===== config.mk =====
export PLATFORM = sky130hd
export DESIGN_NAME = inst_fetch_buf
export DESIGN_NICKNAME = d
export VERILOG_FILES = /design/src/rtl/inst_fetch_buf_pkg.sv /design/src/rtl/inst_fetch_buf_tag_fifo.sv /design/src/rtl/inst_fetch_buf.sv
export SDC_FILE = /design/constraint.sdc
export NUM_CORES = 1
export LEC_CHECK = 0
export BUFFER_PORTS_ARGS = -buffer_cell sky130_fd_sc_hd__buf_2
export CORE_MARGIN = 2
export CORE_UTILIZATION = 55
export DETAILED_ROUTE_END_ITERATION = 12
export GPL_ROUTABILITY_DRIVEN = 1
export HOLD_SLACK_MARGIN = 0.02
export PLACE_DENSITY = 0.79
export SKIP_LAST_GASP = 1
export SYNTH_ARGS = -nofsm -noshare
export SYNTH_HDL_FRONTEND = slang
export SYNTH_SLANG_ARGS = --single-unit

===== constraint.sdc =====
create_clock -name CLK -period 2.65 [get_ports CLK]
set_input_delay 0.53 -clock CLK [delete_from_list [all_inputs] [get_ports CLK]]
set_output_delay 0.53 -clock CLK [all_outputs]
set_load 0.01 [all_outputs]

===== src/rtl/inst_fetch_buf_pkg.sv =====
// Shared definitions for the instruction fetch buffer: XLEN, NOP encoding, tag entry layout.
package core_pkg;
    localparam int XLEN = 32;
    localparam logic [XLEN-1:0] NOP_INST = 32'h0000_0013;

    typedef struct packed {
        logic            stale;
        logic [XLEN-1:0] addr;
    } tag_entry_t;
endpackage


===== src/rtl/inst_fetch_buf_tag_fifo.sv =====
// In-order address-tag FIFO for outstanding fetches; stale marking only when
// INST_FETCH_FLUSH_EN is defined.
module inst_tag_fifo
    import core_pkg::*;
#(
    parameter  int DEPTH = 4,
    localparam int PW    = $clog2(DEPTH),
    localparam int CW    = PW + 1
) (
    input  logic            clk,
    input  logic            rst_n,
    input  logic            push,
    input  logic [XLEN-1:0] push_addr,
    input  logic            pop,
`ifdef INST_FETCH_FLUSH_EN
    input  logic            flush,
`endif
    output tag_entry_t      head,
    output logic            full,
    output logic            empty,
    output logic [CW-1:0]   count
);

    logic [XLEN-1:0] addr_q [DEPTH];
    logic [XLEN-1:0] addr_d [DEPTH];
    logic [PW-1:0]   wr_q, wr_d, rd_q, rd_d;
    logic [CW-1:0]   cnt_q, cnt_d;

    always_comb begin
        addr_d = addr_q;
        wr_d   = wr_q;
        rd_d   = rd_q;
        cnt_d  = cnt_q;
        if (push) begin
            addr_d[wr_q] = push_addr;
            wr_d         = wr_q + 1'b1;
        end
        if (pop) rd_d = rd_q + 1'b1;
        case ({push, pop})
            2'b10:   cnt_d = cnt_q + 1'b1;
            2'b01:   cnt_d = cnt_q - 1'b1;
            default: cnt_d = cnt_q;
        endcase
    end

    always_ff @(posedge clk or negedge rst_n) begin
        if (!rst_n) begin
            for (int i = 0; i < DEPTH; i++) addr_q[i] <= '0;
            wr_q  <= '0;
            rd_q  <= '0;
            cnt_q <= '0;
        end else begin
            addr_q <= addr_d;
            wr_q   <= wr_d;
            rd_q   <= rd_d;
            cnt_q  <= cnt_d;
        end
    end

`ifdef INST_FETCH_FLUSH_EN
    logic [DEPTH-1:0] stale_q, stale_d;

    // Marking every slot is safe: a slot only becomes live through a push,
    // which clears its mark, and pushes never coincide with a flush.
    always_comb begin
        stale_d = stale_q;
        if (flush) stale_d = '1;
        if (push) stale_d[wr_q] = 1'b0;
    end

    always_ff @(posedge clk or negedge rst_n) begin
        if (!rst_n) stale_q <= '0;
        else        stale_q <= stale_d;
    end

    assign head.stale = stale_q[rd_q] | flush;
`else
    assign head.stale = 1'b0;
`endif

    assign head.addr = addr_q[rd_q];
    assign full      = (cnt_q == CW'(DEPTH));
    assign empty     = (cnt_q == '0);
    assign count     = cnt_q;

endmodule


===== src/rtl/inst_fetch_buf.sv =====
// Fetch-side memory front end: issues core fetches over valid/ready, returns in-order
// responses one cycle after arrival. Optional FLUSH port via INST_FETCH_FLUSH_EN.
module inst_fetch_buf
    import core_pkg::*;
#(
    parameter int DEPTH = 4
) (
    input  logic            CLK,
    input  logic            RST,
    input  logic            INST_RDEN,
    input  logic [XLEN-1:0] INST_RIADDR,
    output logic [XLEN-1:0] INST_ROADDR,
    output logic            INST_RVALID,
    output logic [XLEN-1:0] INST_RDATA,
    output logic            MEM_WAIT,
    output logic            MEM_REQ_VALID,
    input  logic            MEM_REQ_READY,
    output logic [XLEN-1:0] MEM_REQ_ADDR,
    input  logic            MEM_RESP_VALID,
    input  logic [XLEN-1:0] MEM_RESP_DATA,
`ifdef INST_FETCH_FLUSH_EN
    input  logic            FLUSH,
`endif
    output logic            ERR
);

    localparam int CW = $clog2(DEPTH) + 1;

    logic            flush, full, empty, fire, pop;
    logic [CW-1:0]   count;
    tag_entry_t      head;

    logic            rvalid_q, rvalid_d;
    logic [XLEN-1:0] roaddr_q, roaddr_d;
    logic [XLEN-1:0] rdata_q, rdata_d;
    logic            err_q, err_d;

`ifdef INST_FETCH_FLUSH_EN
    assign flush = FLUSH;
`else
    assign flush = 1'b0;
`endif

    // Issue uses the registered full flag only, so a same-cycle pop never frees a slot.
    assign MEM_REQ_VALID = RST & INST_RDEN & ~full & ~flush;
    assign MEM_REQ_ADDR  = INST_RIADDR;
    assign fire          = MEM_REQ_VALID & MEM_REQ_READY;
    assign MEM_WAIT      = RST & INST_RDEN & ~fire;
    assign pop           = MEM_RESP_VALID & (count != '0);

    inst_tag_fifo #(.DEPTH(DEPTH)) u_tag_fifo (
        .clk       (CLK),
        .rst_n     (RST),
        .push      (fire),
        .push_addr (INST_RIADDR),
        .pop       (pop),
`ifdef INST_FETCH_FLUSH_EN
        .flush     (flush),
`endif
        .head      (head),
        .full      (full),
        .empty     (empty),
        .count     (count)
    );

    always_comb begin
        rvalid_d = pop & ~head.stale;
        roaddr_d = rvalid_d ? head.addr : '0;
        rdata_d  = rvalid_d ? MEM_RESP_DATA : NOP_INST;
        err_d    = err_q | (MEM_RESP_VALID & empty);
    end

    always_ff @(posedge CLK or negedge RST) begin
        if (!RST) begin
            rvalid_q <= 1'b0;
            roaddr_q <= '0;
            rdata_q  <= NOP_INST;
            err_q    <= 1'b0;
        end else begin
            rvalid_q <= rvalid_d;
            roaddr_q <= roaddr_d;
            rdata_q  <= rdata_d;
            err_q    <= err_d;
        end
    end

    assign INST_RVALID = rvalid_q;
    assign INST_ROADDR = roaddr_q;
    assign INST_RDATA  = rdata_q;
    assign ERR         = err_q;

endmodule


==> results of run 1 <==
==> state kept, by name (all words and copies together), names as in the netlist <==
signal,count
ERR,1
INST_RDATA,32
INST_ROADDR,32
INST_RVALID,1
u_tag_fifo.addr_q,128
u_tag_fifo.count,3
u_tag_fifo.rd_q,2
u_tag_fifo.wr_q,2
==> worst max-delay path, cell delays in order, from the launching register on <==
cell and delay, ps:
dfrtp_1 420, nor3b_4 170, nor3b_1 260, buf_4 170, nor2_1 50, buf_2 140
==> how the worst max path moves through the flow <==
stage / from / to / slack, ps / cells past startpoint
after floorplan: RST / u_tag_fifo.count[2] / 440 / 9
after global placement: RST / u_tag_fifo.count[2] / 660 / 10
after detailed placement: RST / u_tag_fifo.count[2] / 590 / 10
after CTS: u_tag_fifo.count[2] / MEM_WAIT / 410 / 5
after global routing: u_tag_fifo.count[2] / MEM_WAIT / 280 / 5
final: u_tag_fifo.count[2] / MEM_WAIT / 430 / 5
==> cell families after synthesis <==
family	Yosys count	share of synthesized area, %
DFF	201	57.14
muxes	162	29.90
and+or+nand+nor	80	6.022
buffers and inverters	65	5.212
xor gates and xnor gates	6	0.5966
adders and majority gates	6	0.9374
AOI/OAI and AO/OA	2	0.1989
==> power groups by stage <==
stage                     combinational [uW]  clock, uW  sequential, uW
after floorplan                         2980          0            5060
after global placement                  3870          0            5120
after detailed placement                3990          0            5200
after CTS                               4030       2730            5190
after global routing                    4290       2870            5350
final                                   3970       2650            5200
==> cells in the mapped netlist, drive strengths merged (5+ instances only) <==
cell type	n	area share, %
mux4	32	8.2
dfrtp	198	56
ha	5	0.71
clkbuf	11	0.47
nand2	6	0.26
inv	6	0.26
and2	61	4.3
buf	48	4.5
nor3	5	0.80
mux2	129	22
==> routing by layer <==
| metal | vias up | GRT usage, % | wire length (um) |
|---|---|---|---|
| met1 | 2455 | 28.56 | 7398 |
| met5 | - | 0 | 0 |
| met2 | 155 | 35.36 | 8571 |
| li1 | 2067 | - | - |
| met3 | 32 | 3.420 | 967 |
| met4 | 0 | 5.257 | 337 |
==> metrics by stage <==
step | hold slack (ps) | util [%] | cell area, um^2 | power, uW
after global routing | 245.8 | 65.07 | 10260 | 12510
after floorplan | 234.4 | - | 8810 | 8040
after global placement | 442.1 | 61.18 | 9648 | 8991
final | 246.6 | 65.07 | 10260 | 11820
after detailed placement | 442.6 | 61.18 | 9648 | 9196
after CTS | 234.8 | 65.07 | 10260 | 11960
==> layout make-up <==
class	count	area share [%]
clock buffer	29	5.803
clock inverter	3	0.1829
inverter	6	0.2195
multi-input combinational	256	32.32
sequential	201	49.07
tap	216	2.634
timing repair buffer	185	9.766
==> flow_summary.toml, run 1 <==
[run_status]
status = "finished clean"

[floorplan]
ios = 169
core_mm2 = 0.01577
die_y_um = 130.6
row_count = 46
fp.dieW_um = 130.6
initial_core_util_pct = 55.86
fp.dieArea_mm2 = 0.01705

[place]
post-dp-hpwl_mm = 10.70
port_buffers = 168
dp_cells = 864
routabilityCongestion = 0.7562
dp_slack_ps = 593.4

[logic_synthesis]
ys_warn_count = 0
synth_cell_types = 25
seq_area_frac_synth_pct = 57.14
synth_top_flop_cell = "dfrtp_1"
async_flop_share_pct = 100.0
syn_nets = 597
synth_area_mm2 = 0.008810
synth_edf_count = 0
ys_ff_latch = 201
syn-mean-instance-area_um2 = 16.88
syn_inst = 522

[timing]
worstMarginPinSlew_ps = 1073
setup_viol = 0
rsz0062_at_grt = "false"
skew_ps = 4.460
setup-tns-final_ps = 0
setup_ws_ps = 425.6
finalMaxSlewViolations = 0
fin_crit_sh_pct = 83.94
fmax_ghz = 0.4496
period_minus_slack_ps = 2224
hold_viol = 0
max-slew-margin-rel_pct = 28.47

[clock_tree]
h-tree-depth = 1
cts_num_sinks = 201
cts_buffers = 21
clock_latency_ps = 480
clkTransAtPathRegs_ps = 50
ctsRootBufferMaster = "clkbuf_16"
cts_setup_buffers = 0
ctsHoldBuffers = 0
cts_resized = 0
cts_tree = "done"
clock_path_buffers = 3

[power]
p_seq_share_pct = 44.0
combinationalPowerShare_pct = 33.6
pwr-share-clk_pct = 22.5
internal_power_uw = 8517
p_leak_uw = 0.005010
swShare_pct = 27.96
ir_worst_vdd_uv = 685.3
p_sw_uw = 3306
power.density_mw_per_mm2 = 1152

[hold_path]
worstHoldStart = "MEM_RESP_DATA[1]"
whs_path_depth = 2
min_to = "INST_RDATA[1]"
hold_class = "primary input to flip-flop"

[critical_path]
crit-reg2reg-launch = "u_tag_fifo.count[0]"
critical_path_class = "flip-flop to output port"
worstPathRequired_ps = 2120
r2r_setup_slack_ps = 680
cp_max_fo = 4
end_kind = "output port"
crit_arrival_ps = 1690
worst_setup_path_start_kind = "flip-flop"
r2r_cells = 9
rr_endpoint = "u_tag_fifo.count[2]"

[detailed_routing]
viasPerCell = 5.256
vias = 4709
ant_nets = 0
firstDrtPassIters = 4
first_iter_violations = 240
wl_per_cell_um = 19.28
drcViolationCount = 0
drt-total-wl_mm = 17.28

[layout]
final_common_cell = "dfrtp_1"
nFillCells = 1151
final_cell_mix = "196 x dfrtp_1, 167 x buf_2, 120 x mux2_4"
diodes = 0
area_delta_synth_final_pct = 16.49
multi_input_area_mm2 = 0.003317
nNetsFinal = 746
drive_gt1_share_pct = 56.62
stdcell_count = 896
regArea_mm2 = 0.005036

[global_routing]
grt_usage_pct = 20.85
antenna_found_initial = 0
globalRouteOverflowTotal = 0
grt_pass1_vias = 5041
grt_pass1_wl_mm = 27.32
grt_max_degree = 202

[job]
cap_violations = 0
No activity file was read; power rests on OpenSTA's default activity.
==> inputs of run 2 (changes only) <==
==> constraint.sdc (replaced) <==
create_clock -name CLK -period 2.31 [get_ports CLK]
set_input_delay 0.462 -clock CLK [delete_from_list [all_inputs] [get_ports CLK]]
set_output_delay 0.462 -clock CLK [all_outputs]
set_load 0.01 [all_outputs]
==> run 2 against run 1 <==
Design area rose by 1.1%; clock skew grew 20 ps; sequential power rose by 13%; clock power increased by 29%; final cell count grew 0.67%; sequential share of layout area down 0.55 points; utilization increased by 0.74 points; wire length decreased by 2.8%.
==> flow_summary.toml, run 2 (same netlist as run 1, synthesis figures left out) <==
[floorplan]
die_y_um = 130.6
core_mm2 = 0.01577
row_count = 46
fp.dieArea_mm2 = 0.01705
fp.dieW_um = 130.6
ios = 169
initial_core_util_pct = 55.86

[critical_path]
crit_slowest_cell = "dfrtp_1"
worst_setup_path_start_kind = "flip-flop"
crit_arrival_ps = 1710
cpPeakStageDelay_ps = 420
crit_chain = "nor3b_4, nor3b_1, buf_4, nor2_1, buf_2"
worstPathRequired_ps = 1850
cp_max_fo = 4
critical_path_class = "flip-flop to output port"
end_kind = "output port"

[clock_tree]
cts_resized = 0
clock_path_buffers = 3
ctsRootBufferMaster = "clkbuf_16"
cts_tree = "done"
cts_num_sinks = 201
h-tree-depth = 1
cts_buffers = 21
clkTransAtPathRegs_ps = 60
clock_latency_ps = 490
ctsHoldBuffers = 0
cts_setup_buffers = 0

[hold_path]
hold_class = "primary input to flip-flop"

[timing]
finalMaxSlewViolations = 0
hold_viol = 0
setup-tns-final_ps = 0
fin_hold_ws_ps = 172.7
rsz0062_at_grt = "false"
fmax_ghz = 0.4605
period_minus_slack_ps = 2172
worstMarginPinSlew_ps = 979.5
setup_viol = 0
skew_ps = 24.41
fin_crit_sh_pct = 94.02
max-slew-margin-rel_pct = 34.70

[layout]
final_core_util_pct = 65.81
area_delta_synth_final_pct = 17.81
diodes = 0
drive_gt1_share_pct = 56.85
stdcell_area_mm2 = 0.01038
regArea_mm2 = 0.005036
multi_input_area_mm2 = 0.003317
final_cell_mix = "196 x dfrtp_1, 167 x buf_2, 120 x mux2_4"
nFillCells = 1178
stdcell_count = 902
largest_reg_flops = 128
regMostFlops = "u_tag_fifo.addr_q"
nNetsFinal = 747
final_common_cell = "dfrtp_1"

[detailed_routing]
wl_per_cell_um = 18.62
firstDrtPassIters = 4
first_iter_violations = 183
drcViolationCount = 0
viasPerCell = 5.161
ant_nets = 0
drt-total-wl_mm = 16.80
vias = 4655

[global_routing]
antenna_found_initial = 0
grt_usage_pct = 20.45
grt_max_degree = 82
globalRouteOverflowTotal = 0
grt_pass1_vias = 5055
grt_pass1_wl_mm = 26.99

[power]
power.density_mw_per_mm2 = 1335
p_sw_uw = 3755
combinationalPowerShare_pct = 32.8
p_seq_share_pct = 42.5
p_leak_uw = 0.005062
swShare_pct = 27.10
pwr-share-clk_pct = 24.7
internal_power_uw = 10100
ir_worst_vdd_uv = 672.6

[place]
dp_cells = 865
post-dp-hpwl_mm = 10.86
placed_area_mm2 = 0.009668
port_buffers = 168
routabilityCongestion = 0.7306

[job]
cap_violations = 0

[run_status]
status = "finished clean"
## run 2: cell types whose count changed in the layout (fill, tap and decap cells not counted)
cell       change
bufinv_16      +2
clkbuf_1       +1
clkinv_4       -1
buf_12         +1
clkbuf_8       +3
## run 2: final cells by class
cell class / instances / share of cell area, %
Clock inverter: 4 / 0.6751
Sequential cell: 201 / 48.52
Clock buffer: 33 / 6.172
Tap cell: 216 / 2.604
Inverter: 6 / 0.2170
Multi-Input combinational cell: 256 / 31.96
Timing Repair Buffer: 186 / 9.849
## run 2: per-layer routing
layer / share of wire, % / GRT usage [%]
met1: 45 / 28.42
met2: 49 / 34.47
met3: 5.1 / 3.013
met4: 1.5 / 5.069
met5: 0 / 0
## run 2: worst paths after layout
path / from / to / slack, ps / cells after the start
max: u_tag_fifo.count[2] / MEM_WAIT / 140 / 5
min: MEM_RESP_DATA[25] / INST_RDATA[25] / 170 / 2
max reg2reg: u_tag_fifo.count[1] / u_tag_fifo.count[2] / 410 / 9
min reg2reg: ERR / ERR / 480 / 1
max in group asynchronous: RST / INST_RDATA[18] / 1370 / 2
min in group asynchronous: RST / u_tag_fifo.addr_q[63] / 180 / 2
## run 2: power by group through the flow
stage | Combinational, uW | Clock, uW | Sequential, uW
after floorplan | 3410 | 0 | 5810
after global placement | 4480 | 0 | 5810
after detailed placement | 4620 | 0 | 5910
after CTS | 4640 | 3490 | 5890
after global routing | 4930 | 3660 | 6060
final | 4550 | 3420 | 5890
## run 2: critical path, delay by kind of cell, from the launching register on
| kind | cells | cell delay (ps) |
|---|---|---|
| buf+inv | 2 | 310 |
| flops | 1 | 420 |
| simple gates | 3 | 480 |
## run 2: stage by stage
step | total power, uW | worst slack (ps)
6_report | 13860 | 138.2
5_1_grt | 14650 | 52.94
4_1_cts | 14010 | 113.3
3_3_place_gp | 10290 | 391.2
3_5_place_dp | 10530 | 355.4
2_1_floorplan | 9223 | 135.2
